**config.mk**
```make
export PLATFORM = sky130hd
export DESIGN_NAME = pipelined_shifter
export DESIGN_NICKNAME = d
export VERILOG_FILES = /design/src/rtl/shifter_pkg.sv /design/src/rtl/shift_level.sv /design/src/rtl/pipelined_shifter.sv
export SDC_FILE = /design/constraint.sdc
export NUM_CORES = 1
export LEC_CHECK = 0
export CAP_MARGIN = 10
export CELL_PAD_IN_SITES_DETAIL_PLACEMENT = 1
export CELL_PAD_IN_SITES_GLOBAL_PLACEMENT = 2
export CORE_MARGIN = 4
export CORE_UTILIZATION = 36
export DETAILED_ROUTE_END_ITERATION = 7
export GPL_ROUTABILITY_DRIVEN = 0
export PLACE_DENSITY_LB_ADDON = 0.05
export SKIP_CTS_REPAIR_TIMING = 1
export SYNTH_ARGS = -nofsm -noshare
export SYNTH_HDL_FRONTEND = slang
export SYNTH_HIERARCHICAL = 1
export SYNTH_SLANG_ARGS = --single-unit
```
**constraint.sdc**
```tcl
create_clock -name clk -period 4.79 [get_ports clk]
set_input_delay 0.7185 -clock clk [delete_from_list [all_inputs] [get_ports clk]]
set_output_delay 0.7185 -clock clk [all_outputs]
set_load 0.02 [all_outputs]
```
**src/rtl/shifter_pkg.sv**
```systemverilog
// Shared mode encoding and stage-assignment helpers for the pipelined shifter.
package shifter_pkg;

   localparam logic [2:0] MODE_SRA = 3'b000;
   localparam logic [2:0] MODE_SRL = 3'b001;
   localparam logic [2:0] MODE_SLL = 3'b010;
   localparam logic [2:0] MODE_ROR = 3'b100;
   localparam logic [2:0] MODE_ROL = 3'b101;

   function automatic int stage_of_level(input int k, input int shw, input int stages);
      return (k * stages) / shw;
   endfunction

   // Unused encodings collapse onto SLL so nothing downstream sees an undefined mode.
   function automatic logic [2:0] norm_mode(input logic [2:0] mode);
      case (mode)
         MODE_SRA, MODE_SRL, MODE_ROR, MODE_ROL: return mode;
         default:                                return MODE_SLL;
      endcase
   endfunction

endpackage

```
**src/rtl/shift_level.sv**
```systemverilog
// One barrel-shifter level: conditionally shifts or rotates by 2^K and updates the carry.
module shift_level
   import shifter_pkg::*;
#(
   parameter int WIDTH = 32,
   parameter int K     = 0
) (
   input  logic [WIDTH-1:0] data_in,
   input  logic             en,
   input  logic [2:0]       mode,
   input  logic             carry_in,
   output logic [WIDTH-1:0] data_out,
   output logic             carry_out
);

   localparam int S = 1 << K;

   logic signed [WIDTH-1:0] data_s;
   logic        [WIDTH-1:0] shifted;
   logic                    cbit;

   assign data_s = $signed(data_in);

   // Rotates report the bit that lands at the wrapped end, which equals the bit shifted out.
   always_comb begin
      shifted = data_in << S;
      cbit    = data_in[WIDTH-S];
      case (mode)
         MODE_SRA: begin
            shifted = $unsigned(data_s >>> S);
            cbit    = data_in[S-1];
         end
         MODE_SRL: begin
            shifted = data_in >> S;
            cbit    = data_in[S-1];
         end
         MODE_ROR: begin
            shifted = (data_in >> S) | (data_in << (WIDTH - S));
            cbit    = data_in[S-1];
         end
         MODE_ROL: begin
            shifted = (data_in << S) | (data_in >> (WIDTH - S));
            cbit    = data_in[WIDTH-S];
         end
         default: begin
            shifted = data_in << S;
            cbit    = data_in[WIDTH-S];
         end
      endcase
      data_out  = en ? shifted : data_in;
      carry_out = en ? cbit : carry_in;
   end

endmodule

```
**src/rtl/pipelined_shifter.sv**
```systemverilog
// Pipelined barrel shifter: log2(WIDTH) levels spread over PIPE_STAGES registered stages
// with valid/ready flow control, flush, and carry/zero flags.
module pipelined_shifter
   import shifter_pkg::*;
#(
   parameter  int WIDTH       = 32,
   parameter  int PIPE_STAGES = 2,
   localparam int SHW         = $clog2(WIDTH)
) (
   input  logic             clk,
   input  logic             rst_n,
   input  logic             flush,
   input  logic             in_valid,
   output logic             in_ready,
   input  logic [WIDTH-1:0] in_data,
   input  logic [SHW-1:0]   in_shamt,
   input  logic [2:0]       in_mode,
   output logic             out_valid,
   input  logic             out_ready,
   output logic [WIDTH-1:0] out_data,
   output logic             out_carry,
   output logic             out_zero
);

   logic [WIDTH-1:0] data_q  [PIPE_STAGES];
   logic [WIDTH-1:0] data_d  [PIPE_STAGES];
   logic [SHW-1:0]   shamt_q [PIPE_STAGES];
   logic [SHW-1:0]   shamt_d [PIPE_STAGES];
   logic [2:0]       mode_q  [PIPE_STAGES];
   logic [2:0]       mode_d  [PIPE_STAGES];
   logic             carry_q [PIPE_STAGES];
   logic             carry_d [PIPE_STAGES];
   logic [PIPE_STAGES-1:0] valid_q, valid_d, valid_up, load;
   logic             zero_q, zero_d;

   logic [WIDTH-1:0] st_in_data   [PIPE_STAGES];
   logic [SHW-1:0]   st_in_shamt  [PIPE_STAGES];
   logic [2:0]       st_in_mode   [PIPE_STAGES];
   logic             st_in_carry  [PIPE_STAGES];
   logic [WIDTH-1:0] st_out_data  [PIPE_STAGES];
   logic             st_out_carry [PIPE_STAGES];

   logic [WIDTH-1:0] lvl_in_data   [SHW];
   logic             lvl_in_carry  [SHW];
   logic [WIDTH-1:0] lvl_out_data  [SHW];
   logic             lvl_out_carry [SHW];

   for (genvar s = 0; s < PIPE_STAGES; s++) begin : g_stage_in
      if (s == 0) begin : g_first
         assign st_in_data[s]  = in_data;
         assign st_in_shamt[s] = in_shamt;
         assign st_in_mode[s]  = norm_mode(in_mode);
         assign st_in_carry[s] = 1'b0;
      end else begin : g_next
         assign st_in_data[s]  = data_q[s-1];
         assign st_in_shamt[s] = shamt_q[s-1];
         assign st_in_mode[s]  = mode_q[s-1];
         assign st_in_carry[s] = carry_q[s-1];
      end
   end

   // Levels chain combinationally inside a stage; the first level of a stage reads the stage input.
   for (genvar k = 0; k < SHW; k++) begin : g_level
      localparam int ST    = stage_of_level(k, SHW, PIPE_STAGES);
      localparam bit FIRST = (k == 0) ? 1'b1 : (stage_of_level(k - 1, SHW, PIPE_STAGES) != ST);
      localparam bit LAST  = (k == SHW - 1) ? 1'b1 : (stage_of_level(k + 1, SHW, PIPE_STAGES) != ST);

      if (FIRST) begin : g_src_stage
         assign lvl_in_data[k]  = st_in_data[ST];
         assign lvl_in_carry[k] = st_in_carry[ST];
      end else begin : g_src_level
         assign lvl_in_data[k]  = lvl_out_data[k-1];
         assign lvl_in_carry[k] = lvl_out_carry[k-1];
      end

      shift_level #(.WIDTH(WIDTH), .K(k)) u_level (
         .data_in   (lvl_in_data[k]),
         .en        (st_in_shamt[ST][k]),
         .mode      (st_in_mode[ST]),
         .carry_in  (lvl_in_carry[k]),
         .data_out  (lvl_out_data[k]),
         .carry_out (lvl_out_carry[k])
      );

      if (LAST) begin : g_sink
         assign st_out_data[ST]  = lvl_out_data[k];
         assign st_out_carry[ST] = lvl_out_carry[k];
      end
   end

   // A stage may load when it or any stage after it has a hole, or the consumer takes the head.
   always_comb begin
      for (int i = 0; i < PIPE_STAGES; i++) begin
         load[i] = out_ready;
         for (int j = i; j < PIPE_STAGES; j++) begin
            if (!valid_q[j]) load[i] = 1'b1;
         end
      end
      in_ready = load[0] && !flush;
   end

   always_comb begin
      valid_up = PIPE_STAGES'({valid_q, in_valid && in_ready});
      valid_d  = valid_q;
      zero_d   = zero_q;
      for (int i = 0; i < PIPE_STAGES; i++) begin
         data_d[i]  = data_q[i];
         shamt_d[i] = shamt_q[i];
         mode_d[i]  = mode_q[i];
         carry_d[i] = carry_q[i];
         if (load[i]) begin
            data_d[i]  = st_out_data[i];
            shamt_d[i] = st_in_shamt[i];
            mode_d[i]  = st_in_mode[i];
            carry_d[i] = st_out_carry[i];
            valid_d[i] = valid_up[i];
         end
      end
      if (load[PIPE_STAGES-1]) zero_d = (st_out_data[PIPE_STAGES-1] == '0);
      if (flush) valid_d = '0;
   end

   always_ff @(posedge clk or negedge rst_n) begin
      if (!rst_n) begin
         valid_q <= '0;
         zero_q  <= 1'b0;
         for (int i = 0; i < PIPE_STAGES; i++) begin
            data_q[i]  <= '0;
            shamt_q[i] <= '0;
            mode_q[i]  <= '0;
            carry_q[i] <= 1'b0;
         end
      end else begin
         valid_q <= valid_d;
         zero_q  <= zero_d;
         for (int i = 0; i < PIPE_STAGES; i++) begin
            data_q[i]  <= data_d[i];
            shamt_q[i] <= shamt_d[i];
            mode_q[i]  <= mode_d[i];
            carry_q[i] <= carry_d[i];
         end
      end
   end

   assign out_valid = valid_q[PIPE_STAGES-1];
   assign out_data  = data_q[PIPE_STAGES-1];
   assign out_carry = carry_q[PIPE_STAGES-1];
   assign out_zero  = zero_q;

endmodule
```
==> metrics.yaml <==
setup_path:
  rr_startpoint: "mode_q[4]$_DFFE_PN0N_"
  endpoint_kind: "register"
  r2r-end: "out_zero$_DFFE_PN0P_"
  crit_family: "compound AO/OA/AOI/OAI gates"
  worstPathRequired_ns: 5.06
  worstSetupPathType: "primary input to register"
  critPathMaxStageDelay_ns: 0.53
  path_common_cell: "nor2b_1"
  crit_arrival_ns: 3.98
  start_kind: "primary input"
  cp_slowest_cell: "a21o_4"
  crit_chain: "clkdlybuf4s50_1 > buf_4 > nor2b_1 > a21o_4 > nand2_2 > a31oi_2 > a32o_1 > a22o_1 > nor2b_1 > a31oi_1 > o311ai_0 > mux2_2"
  rrSetupSlack_ns: 1.71
  reg2reg_depth: 8
  cp_num_buf_inv: 2
  crit_fanout: 32
grt:
  grt_antenna_before_repair: 0
  grt_pass1_vias: 6387
  grt_usage: 0.197
  grt_pass1_wl_um: 34600
  grt_max_degree: 66
  grt-ovfl-total: 0
sta:
  finalCritPeriodShare: 0.773
  setup_violations: 0
  period_needed_ns: 3.70
  finalHoldViolations: 0
  drv_slew: 0
  tightest_slew_ns: 1.08
  timing.fmax_mhz: 270
  grt_setup_unrepaired: "no"
  tns_ns: 0
  slew_headroom: 0.278
  timing.hold.ws_ns: 0.441
  skew_ns: 0.00957
run:
  max_cap_violations: 0
clock_network:
  cts.clk_slew.worst_paths_ns: 0.06
  cts_tree: "done"
  clock_path_buffers: 2
  clock_latency_ns: 0.33
  cts_root_buf: "clkbuf_16"
  cts_num_sinks: 74
  cts_made_buffers: 9
  cts_max_level: 3
final_layout:
  antenna_cells: 0
  fin_nets: 953
  area_delta_synth_final_pct: 12.3
  fin_util: 0.413
  fillers: 2304
  drive_gt1_frac: 0.204
floorplan:
  coreArea_mm2: 0.0188
  start_util: 0.368
  rows: 50
  die_w_um: 147
  die_height_um: 147
  ios: 81
  die_area_mm2: 0.0215
synthesis:
  syn_area_per_cell_um2: 7.66
  synth_xor_area_frac: 0
  synth_top_family_by_area: "simple AND/OR/NAND/NOR gates"
  syn_inst: 904
  synthSimpleGateAreaFrac: 0.254
  synthTopCellsByArea: "dfrtp_1 (27%), nand2_1 (11%), mux2_2 (8.3%), nor2_1 (7.2%), a31oi_1 (6.9%)"
  syn_area_mm2: 0.00692
  yosysMostFrequentCell: "nand2_1"
  ys_warn_count: 6
  synth_edf_count: 0
  ys_top_cells_by_count: "nand2_1 (208), nor2_1 (132), a31oi_1 (76)"
  async_flop_share: 1.00
  synthFlopType: "dfrtp_1"
  yosys-mux-area-fraction: 0.149
  yosys.area.top_type_share: 0.268
  synth_compound_area_frac: 0.210
  netlist.top_cell.by_area: "dfrtp_1"
  ys_ff_latch: 74
  synthAdderAreaFrac: 0
  yosysUniqueCellTypes: 48
  seq_area_frac_synth: 0.268
  syn_nets: 949
detailed_routing:
  drt-initial-drc-count: 265
  drc: 0
  ant_nets: 0
  wl_per_cell_um: 17.9
  num_vias: 6248
  wl_um: 21100
  firstDrtPassIters: 4
  via_per_inst: 5.33
worst_hold_path:
  worstHoldPathType: "primary input to asynchronous set/reset pin"
power_and_ir_drop:
  max-vdd-ir-drop_mv: 0.167
  power-per-cell-area_mw_per_mm2: 304
  p_leak_nw: 3.33
placement:
  place.detailed.hpwl_um: 16900
  port_buffers: 80
run_status:
  outcome: "finished, final reports clean"
==> layout by cell type, fill, tap and decap left out, types with 8 or more instances in the layout <==
| cell type | Yosys | routed |
|---|---|---|
| nand2b_1 | 10 | 10 |
| nand2_1 | 208 | 207 |
| o22ai_1 | 15 | 15 |
| a21oi_2 | 13 | 13 |
| nand2_2 | 31 | 32 |
| mux2i_1 | 16 | 16 |
| a21oi_1 | 16 | 16 |
| clkbuf_16 | 0 | 9 |
| dfrtp_1 | 74 | 74 |
| buf_4 | 43 | 13 |
| a31oi_1 | 76 | 76 |
| nor4_1 | 8 | 8 |
| inv_1 | 33 | 33 |
| o21ai_0 | 20 | 20 |
| mux2_2 | 51 | 51 |
| nand3_1 | 8 | 8 |
| mux2_4 | 20 | 20 |
| nor2_1 | 132 | 132 |
| clkdlybuf4s50_1 | 0 | 76 |
| a31oi_2 | 30 | 30 |
==> stage by stage <==
| stage | power [mW] | instances | setup WS (ns) | area (µm²) |
|---|---|---|---|---|
| 5_1_grt | 2.52 | 1173 | 0.706 | 7770 |
| 6_report | 2.36 | 1173 | 1.09 | 7770 |
| 3_5_place_dp | 1.65 | 1157 | 0.732 | 7440 |
| 3_3_place_gp | 1.62 | 1157 | 0.776 | 7440 |
| 4_1_cts | 2.40 | 1173 | 1.07 | 7770 |
| 2_1_floorplan | 1.40 | 904 | 1.48 | 6920 |
==> cells by family after synthesis <==
| kind of cell | after synthesis |
|---|---|
| other cells | 1 |
| flops | 74 |
| compound gates | 193 |
| simple gates | 416 |
| mux | 87 |
| buf+inv | 133 |
==> sequential cells by signal, summed over array words and instances, names as in the netlist <==
| signal | cells |
|---|---|
| carry_q | 1 |
| data_q | 32 |
| mode_q | 3 |
| out_carry | 1 |
| out_data | 32 |
| out_zero | 1 |
| shamt_q | 2 |
| valid_q | 2 |
==> layout make-up <==
type / count / area, µm² / share of cell area
clock inverter: 4 / 73.8 / 0.00950
tap: 260 / 325 / 0.0419
clock buffer: 12 / 256 / 0.0330
inverter: 33 / 124 / 0.0159
timing repair buffer: 93 / 878 / 0.113
sequential: 74 / 1850 / 0.238
multi-input combinational: 697 / 4260 / 0.548
==> worst max-delay path by stage <==
stage	from	to	slack, ns	cells after the start
5_1_grt	in_mode[1]	data_q[63]$_DFFE_PN0N_	0.71	12
3_5_place_dp	in_mode[1]	data_q[63]$_DFFE_PN0N_	0.73	12
6_report	in_mode[1]	data_q[63]$_DFFE_PN0N_	1.09	12
4_1_cts	in_mode[1]	data_q[63]$_DFFE_PN0N_	1.07	12
2_1_floorplan	in_mode[2]	data_q[63]$_DFFE_PN0N_	1.48	11
3_3_place_gp	in_mode[1]	data_q[63]$_DFFE_PN0N_	0.78	12
==> layer usage <==
metal | vias to the layer above | GRT usage | part of all wire
li1 | 3075 | - | -
met5 | - | 0 | 0
met2 | 82 | 0.372 | 0.53
met3 | 17 | 0.0199 | 0.019
met1 | 3074 | 0.237 | 0.44
met4 | 0 | 0.0484 | 0.013
==> where the power goes <==
| part | switching [mW] | internal [mW] | total [mW] |
|---|---|---|---|
| Sequential | 0.0832 | 0.712 | 0.795 |
| Clock | 0.251 | 0.484 | 0.735 |
| Combinational | 0.481 | 0.353 | 0.833 |
| Total | 0.815 | 1.55 | 2.36 |
No activity file was read; power rests on OpenSTA's default activity.
